## config.mk

```make
export PLATFORM = sky130hd
export DESIGN_NAME = cbus_axi_bridge
export DESIGN_NICKNAME = d
export VERILOG_FILES = /design/src/rtl/cbus_axi_bridge.sv
export SDC_FILE = /design/constraint.sdc
export NUM_CORES = 1
export LEC_CHECK = 0
export ABC_AREA = 1
export BUFFER_PORTS_ARGS = -buffer_cell sky130_fd_sc_hd__buf_2
export CAP_MARGIN = 10
export CORE_AREA = 2 2 123 125
export DETAILED_ROUTE_END_ITERATION = 7
export DIE_AREA = 0 0 125 127
export GPL_TIMING_DRIVEN = 0
export PLACE_DENSITY = 0.63
export RECOVER_POWER = 100
export SLEW_MARGIN = 5
export SYNTH_ARGS = -nofsm -noshare
export SYNTH_HDL_FRONTEND = slang
export SYNTH_SLANG_ARGS = --single-unit
```

## constraint.sdc

```tcl
create_clock -name aclk -period 1.8 [get_ports aclk]
set_input_delay 0.27 -clock aclk [delete_from_list [all_inputs] [get_ports aclk]]
set_output_delay 0.27 -clock aclk [all_outputs]
set_load 0.1 [all_outputs]
```

## src/rtl/cbus_axi_bridge.sv

```systemverilog
// cbus_axi_bridge: one-outstanding cache-bus request to a single AXI3 master port.
// Reads walk AR/R and return each beat; writes issue AW and W concurrently and
// then wait for B. A watchdog aborts a transfer that stalls with no handshakes.
module cbus_axi_bridge #(
    parameter int DATA_WIDTH = 32,
    parameter int AXI_ID     = 0,
    parameter int BURST_TYPE = 2,
    parameter int TIMEOUT    = 1023
) (
    input  logic                    aclk,
    input  logic                    aresetn,
    // cache-bus request
    input  logic                    creq_valid,
    input  logic                    creq_is_write,
    input  logic [31:0]             creq_addr,
    input  logic [2:0]              creq_size,
    input  logic [3:0]              creq_len,
    input  logic [DATA_WIDTH-1:0]   creq_data,
    input  logic [DATA_WIDTH/8-1:0] creq_strobe,
    // cache-bus response
    output logic                    cresp_ready,
    output logic                    cresp_last,
    output logic [DATA_WIDTH-1:0]   cresp_data,
    output logic                    cresp_error,
    // AR channel
    output logic [3:0]              arid,
    output logic [31:0]             araddr,
    output logic [3:0]              arlen,
    output logic [2:0]              arsize,
    output logic [1:0]              arburst,
    output logic [1:0]              arlock,
    output logic [3:0]              arcache,
    output logic [2:0]              arprot,
    output logic                    arvalid,
    input  logic                    arready,
    // R channel
    input  logic [3:0]              rid,
    input  logic [DATA_WIDTH-1:0]   rdata,
    input  logic [1:0]              rresp,
    input  logic                    rlast,
    input  logic                    rvalid,
    output logic                    rready,
    // AW channel
    output logic [3:0]              awid,
    output logic [31:0]             awaddr,
    output logic [3:0]              awlen,
    output logic [2:0]              awsize,
    output logic [1:0]              awburst,
    output logic [1:0]              awlock,
    output logic [3:0]              awcache,
    output logic [2:0]              awprot,
    output logic                    awvalid,
    input  logic                    awready,
    // W channel
    output logic [3:0]              wid,
    output logic [DATA_WIDTH-1:0]   wdata,
    output logic [DATA_WIDTH/8-1:0] wstrb,
    output logic                    wlast,
    output logic                    wvalid,
    input  logic                    wready,
    // B channel
    input  logic [3:0]              bid,
    input  logic [1:0]              bresp,
    input  logic                    bvalid,
    output logic                    bready
);

    // Watchdog counter sized to hold TIMEOUT; a TIMEOUT of 0 disables it.
    localparam int              WD_W     = (TIMEOUT > 1) ? $clog2(TIMEOUT + 1) : 1;
    localparam logic [WD_W-1:0] WD_LIMIT = WD_W'((TIMEOUT > 0) ? (TIMEOUT - 1) : 0);
    localparam logic            WD_EN    = (TIMEOUT > 0) ? 1'b1 : 1'b0;

    typedef enum logic [1:0] {
        ST_IDLE = 2'd0,
        ST_RD   = 2'd1,
        ST_WR   = 2'd2
    } state_t;

    state_t            state_q, state_d;
    logic [31:0]       addr_q, addr_d;
    logic [2:0]        size_q, size_d;
    logic [3:0]        len_q, len_d;
    logic [3:0]        cnt_q, cnt_d;
    logic              err_q, err_d;
    logic              arvalid_q, arvalid_d;
    logic              rready_q, rready_d;
    logic              awvalid_q, awvalid_d;
    logic              wvalid_q, wvalid_d;
    logic              bready_q, bready_d;
    logic              aw_done_q, aw_done_d;
    logic              w_done_q, w_done_d;
    logic [WD_W-1:0]   wdog_q, wdog_d;

    logic                  cresp_ready_s;
    logic                  cresp_last_s;
    logic                  cresp_error_s;
    logic [DATA_WIDTH-1:0] cresp_data_s;

    logic ar_hs_s, r_hs_s, aw_hs_s, w_hs_s, b_hs_s, any_hs_s;
    logic cnt_zero_s, wdog_fire_s;

    // IDs are constant per bridge, so returned IDs carry no information here.
    logic unused_ids_s;
    assign unused_ids_s = ^{rid, bid};

    assign ar_hs_s    = arvalid_q & arready;
    assign r_hs_s     = rready_q & rvalid;
    assign aw_hs_s    = awvalid_q & awready;
    assign w_hs_s     = wvalid_q & wready;
    assign b_hs_s     = bready_q & bvalid;
    assign any_hs_s   = ar_hs_s | r_hs_s | aw_hs_s | w_hs_s | b_hs_s;
    assign cnt_zero_s = (cnt_q == 4'd0);
    assign wdog_fire_s = WD_EN && (state_q != ST_IDLE) && !any_hs_s && (wdog_q == WD_LIMIT);

    // Next-state, channel control and cache-bus response generation.
    always_comb begin
        state_d       = state_q;
        addr_d        = addr_q;
        size_d        = size_q;
        len_d         = len_q;
        cnt_d         = cnt_q;
        err_d         = err_q;
        arvalid_d     = arvalid_q;
        rready_d      = rready_q;
        awvalid_d     = awvalid_q;
        wvalid_d      = wvalid_q;
        bready_d      = bready_q;
        aw_done_d     = aw_done_q;
        w_done_d      = w_done_q;
        wdog_d        = wdog_q;
        cresp_ready_s = 1'b0;
        cresp_last_s  = 1'b0;
        cresp_error_s = 1'b0;
        cresp_data_s  = '0;

        case (state_q)
            ST_IDLE: begin
                err_d     = 1'b0;
                aw_done_d = 1'b0;
                w_done_d  = 1'b0;
                if (creq_valid) begin
                    addr_d = creq_addr;
                    size_d = creq_size;
                    len_d  = creq_len;
                    cnt_d  = creq_len;
                    if (creq_is_write) begin
                        state_d   = ST_WR;
                        awvalid_d = 1'b1;
                        wvalid_d  = 1'b1;
                    end else begin
                        state_d   = ST_RD;
                        arvalid_d = 1'b1;
                        rready_d  = 1'b1;
                    end
                end else begin
                    state_d = ST_IDLE;
                end
            end

            ST_RD: begin
                if (ar_hs_s) begin
                    arvalid_d = 1'b0;
                end else begin
                    arvalid_d = arvalid_q;
                end
                // Beats are forwarded even before AR completes; the local counter,
                // not rlast, decides which beat is the final one.
                if (r_hs_s) begin
                    cresp_ready_s = 1'b1;
                    cresp_data_s  = rdata;
                    if ((rresp != 2'd0) || (rlast != cnt_zero_s)) begin
                        err_d = 1'b1;
                    end else begin
                        err_d = err_q;
                    end
                    if (cnt_zero_s) begin
                        cresp_last_s  = 1'b1;
                        cresp_error_s = err_q | (rresp != 2'd0) | ~rlast;
                        state_d       = ST_IDLE;
                        arvalid_d     = 1'b0;
                        rready_d      = 1'b0;
                    end else begin
                        cnt_d = cnt_q - 4'd1;
                    end
                end else begin
                    cnt_d = cnt_q;
                end
            end

            ST_WR: begin
                if (aw_hs_s) begin
                    awvalid_d = 1'b0;
                    aw_done_d = 1'b1;
                end else begin
                    awvalid_d = awvalid_q;
                end
                if (w_hs_s) begin
                    cresp_ready_s = 1'b1;
                    if (cnt_zero_s) begin
                        wvalid_d = 1'b0;
                        w_done_d = 1'b1;
                    end else begin
                        cnt_d = cnt_q - 4'd1;
                    end
                end else begin
                    cnt_d = cnt_q;
                end
                // B is only accepted once both address and all data are out.
                if (b_hs_s) begin
                    cresp_ready_s = 1'b1;
                    cresp_last_s  = 1'b1;
                    cresp_error_s = err_q | (bresp != 2'd0);
                    bready_d      = 1'b0;
                    state_d       = ST_IDLE;
                end else if ((aw_done_q | aw_hs_s) && (w_done_q | (w_hs_s & cnt_zero_s))) begin
                    bready_d = 1'b1;
                end else begin
                    bready_d = bready_q;
                end
            end

            default: begin
                state_d   = ST_IDLE;
                arvalid_d = 1'b0;
                rready_d  = 1'b0;
                awvalid_d = 1'b0;
                wvalid_d  = 1'b0;
                bready_d  = 1'b0;
            end
        endcase

        // Watchdog: abort with an error completion after a stall of TIMEOUT cycles.
        if (wdog_fire_s) begin
            cresp_ready_s = 1'b1;
            cresp_last_s  = 1'b1;
            cresp_error_s = 1'b1;
            cresp_data_s  = '0;
            state_d       = ST_IDLE;
            arvalid_d     = 1'b0;
            rready_d      = 1'b0;
            awvalid_d     = 1'b0;
            wvalid_d      = 1'b0;
            bready_d      = 1'b0;
            wdog_d        = '0;
        end else if (WD_EN && (state_q != ST_IDLE) && !any_hs_s) begin
            wdog_d = wdog_q + {{(WD_W-1){1'b0}}, 1'b1};
        end else begin
            wdog_d = '0;
        end
    end

    // State and datapath registers with asynchronous active-low reset.
    always_ff @(posedge aclk or negedge aresetn) begin
        if (!aresetn) begin
            state_q   <= ST_IDLE;
            addr_q    <= 32'd0;
            size_q    <= 3'd0;
            len_q     <= 4'd0;
            cnt_q     <= 4'd0;
            err_q     <= 1'b0;
            arvalid_q <= 1'b0;
            rready_q  <= 1'b0;
            awvalid_q <= 1'b0;
            wvalid_q  <= 1'b0;
            bready_q  <= 1'b0;
            aw_done_q <= 1'b0;
            w_done_q  <= 1'b0;
            wdog_q    <= '0;
        end else begin
            state_q   <= state_d;
            addr_q    <= addr_d;
            size_q    <= size_d;
            len_q     <= len_d;
            cnt_q     <= cnt_d;
            err_q     <= err_d;
            arvalid_q <= arvalid_d;
            rready_q  <= rready_d;
            awvalid_q <= awvalid_d;
            wvalid_q  <= wvalid_d;
            bready_q  <= bready_d;
            aw_done_q <= aw_done_d;
            w_done_q  <= w_done_d;
            wdog_q    <= wdog_d;
        end
    end

    // Cache-bus response follows the current handshake so read data passes through.
    assign cresp_ready = cresp_ready_s;
    assign cresp_last  = cresp_last_s;
    assign cresp_error = cresp_error_s;
    assign cresp_data  = cresp_data_s;

    assign arid    = 4'(AXI_ID);
    assign araddr  = addr_q;
    assign arlen   = len_q;
    assign arsize  = size_q;
    assign arburst = 2'(BURST_TYPE);
    assign arlock  = 2'd0;
    assign arcache = 4'd0;
    assign arprot  = 3'd0;
    assign arvalid = arvalid_q;
    assign rready  = rready_q;

    assign awid    = 4'(AXI_ID);
    assign awaddr  = addr_q;
    assign awlen   = len_q;
    assign awsize  = size_q;
    assign awburst = 2'(BURST_TYPE);
    assign awlock  = 2'd0;
    assign awcache = 4'd0;
    assign awprot  = 3'd0;
    assign awvalid = awvalid_q;

    assign wid     = 4'(AXI_ID);
    assign wdata   = creq_data;
    assign wstrb   = creq_strobe;
    assign wlast   = cnt_zero_s;
    assign wvalid  = wvalid_q;
    assign bready  = bready_q;

endmodule

```

==> reports/metrics.yaml <==
status:
  outcome: "complete, but fails checks"
  failed_checks: "max-capacitance violations, max-slew violations, negative setup slack"
drt:
  postRouteAntennaNets: 0
  drtIter0Drc: 113
  route.detailed.drc: 0
  vias: 3892
  first_pass_iters: 4
  viasPerCell: 4.029
  wl_per_cell_um: 14.70
  wirelength_mm: 14.20
cells_and_area:
  final_area_mm2: 0.007189
  diodes: 0
  final_cell_mix: "124 x buf_4, 123 x buf_2, 58 x dfrtp_1"
  final_nets: 915
  syn_to_final_growth_pct: 74.76
  drive_above_1_share: 0.6036
  nFillCells: 1387
  layoutNonFillerInstCount: 966
  final_common_cell: "buf_4"
sta:
  max_slew.worst_pin.slew_ps: 1561
  fmaxAchievable_mhz: 473.7
  max_slew_margin: -0.04098
  drv_slew: 64
  fin_worst_skew_ps: 4.366
  rsz0062_at_grt: "true"
  setup_viol: 35
  layout_min_cycle_time_ps: 2111
  hold_viol_final: 0
  fin_crit_sh: 1.173
  layout_setup_ws_ps: -310.9
clocking:
  clock_path_buffers: 2
  clk_pin_slew_ps: 50
  h-tree-depth: 3
  cts-buffers-inserted: 9
  cts_tree: "yes"
  cts_root_buffer: "clkbuf_16"
  numClockSinks: 63
  clock_latency_ps: 330
yosys:
  yosys.area.top_type_share: 0.3832
  synthCells: 474
  synth.avg_cell_area_um2: 8.679
  synth.ff_latch_count: 63
  synth_area_mm2: 0.004114
  synth_fa_ha_area_frac: 0.02433
  ys.flop_type: "dfrtp_1"
  synth-seq-area-share: 0.3832
  synthXorXnorAreaFrac: 0.01490
  synth_top_family_by_area: "buffers and inverters"
  ys_top_cells_by_area: "dfrtp_1 38%, buf_4 20%, mux2_2 10%"
  synth-async-reset-ratio: 1.000
  yosys.area.top_type: "dfrtp_1"
  synthSimpleGateAreaFrac: 0.1743
  synth_compound_area_frac: 0.03528
  synth_mux_area_frac: 0.1013
  ys_warn_count: 0
  synthDistinctLibCells: 33
  synth_edf_count: 0
floorplanning:
  die_area_mm2: 0.01588
  die_h_um: 127
  rows: 44
  chipWidth_um: 125
  initial_utilization: 0.2852
  ios: 318
  core_mm2: 0.01442
grt:
  grt_first_pass_wirelength_mm: 21.00
  antenna_found_initial: 1
  grt_max_degree: 64
  gr-usage-all-layers: 0.1709
  grt_pass1_vias: 3838
  grt.overflow.total: 0
placed_design:
  io_buffers: 239
  dp_hpwl_mm: 11.35
  gp_congestion: 0.8080
  dp.cells: 929
  post_dp_cell_area_mm2: 0.006112
flow_run:
  drv_cap: 1
setup_path:
  critPathMaxFanout: 3
  criticalPathCategory: "flip-flop to output port"
  start_kind: "flip-flop"
  cp.required_ps: 1530
  arrival_ps: 1840
  endpoint_kind: "output port"
worst_hold_path:
  hold_path.class: "primary input to flip-flop"
Yosys cell counts, drive strengths merged, types with 3 or more instances:
library cell,n
mux2,37
o21ai,18
nand3,14
nor2,61
a21oi,7
ha,8
nor3,3
inv,64
dfrtp,63
xor2,5
buf,113
nand2,65
clkbuf,3
state kept, by name, summed over array words and instances (netlist names):
signal	count
araddr	32
arlen	4
arsize	3
arvalid	1
aw_done_q	1
awvalid	1
bready	1
cnt_q	4
err_q	1
rready	1
state_q	2
w_done_q	1
wdog_q	10
wvalid	1
stage by stage:
step                        util  hold WS (ps)  worst slack [ps]  setup TNS, ps
after floorplan                -        -25.59            -200.4          -1762
after global placement    0.4236         479.1            -656.8          -5019
after detailed placement  0.4238         418.4            -658.1          -5278
after CTS                 0.4971         66.90            -344.8          -6407
after global routing      0.4984         160.1            -397.5          -9436
final                     0.4984         172.1            -310.9          -6331
area by class of cell:
| type | count | area (µm²) | share of cell area |
|---|---|---|---|
| well taps | 184 | 230.2 | 0.03202 |
| repair buffers | 260 | 1917 | 0.2666 |
| flip-flops and latches | 63 | 1593 | 0.2215 |
| plain buffers | 116 | 920.9 | 0.1281 |
| clock buffers | 15 | 287.8 | 0.04003 |
| inverters | 64 | 249.0 | 0.03463 |
| multi-input cells | 264 | 1992 | 0.2771 |
metal layers:
layer / up-vias / track usage / share of wire
li1: 1927 / - / -
met1: 1752 / 0.1827 / 0.36
met2: 199 / 0.3258 / 0.53
met3: 12 / 0.05779 / 0.092
met4: 2 / 0.03725 / 0.012
met5: - / 0 / 0.00092
timing repair:
| item | in CTS | in global routing |
|---|---|---|
| endpoints found under the setup margin | 36 | 74 |
| pin swaps | 11 | 6 |
| hold buffers | 0 | 0 |
| endpoints found under the hold margin | 0 | 0 |
| buffers inserted | 12 | 6 |
| gates cloned | 4 | 0 |
| gates resized for setup | 155 | 14 |
cell families after synthesis:
kind of cell / after synthesis
compound gates: 28
xor+xnor: 7
fa+ha+maj: 8
buf+inv: 180
flops: 63
mux: 37
other cells: 2
simple gates: 149
worst max-delay path, cell delays in order, from the launching register on:
cell and delay, ps:
dfrtp_1 370, inv_2 70, ha_4 170, inv_4 60
nand2_4 50, nor2_4 120, nand2_4 80, nor2_8 100
clkinvlp_4 100, buf_12 150, nand2_8 70, buf_12 170
worst paths after layout:
kind / from / to / slack, ps / depth (start not counted)
min in group asynchronous: aresetn / araddr[21] / 330 / 1
max reg2reg: state_q[0] / cnt_q[2] / 30 / 9
max: state_q[0] / cresp_ready / -310 / 11
min: creq_addr[4] / araddr[4] / 170 / 2
min reg2reg: wvalid / wvalid / 510 / 2
max in group asynchronous: aresetn / rready / 340 / 1
Power is not shown: default switching activity piles up to over one toggle a cycle in this logic, so the estimate is an artifact.
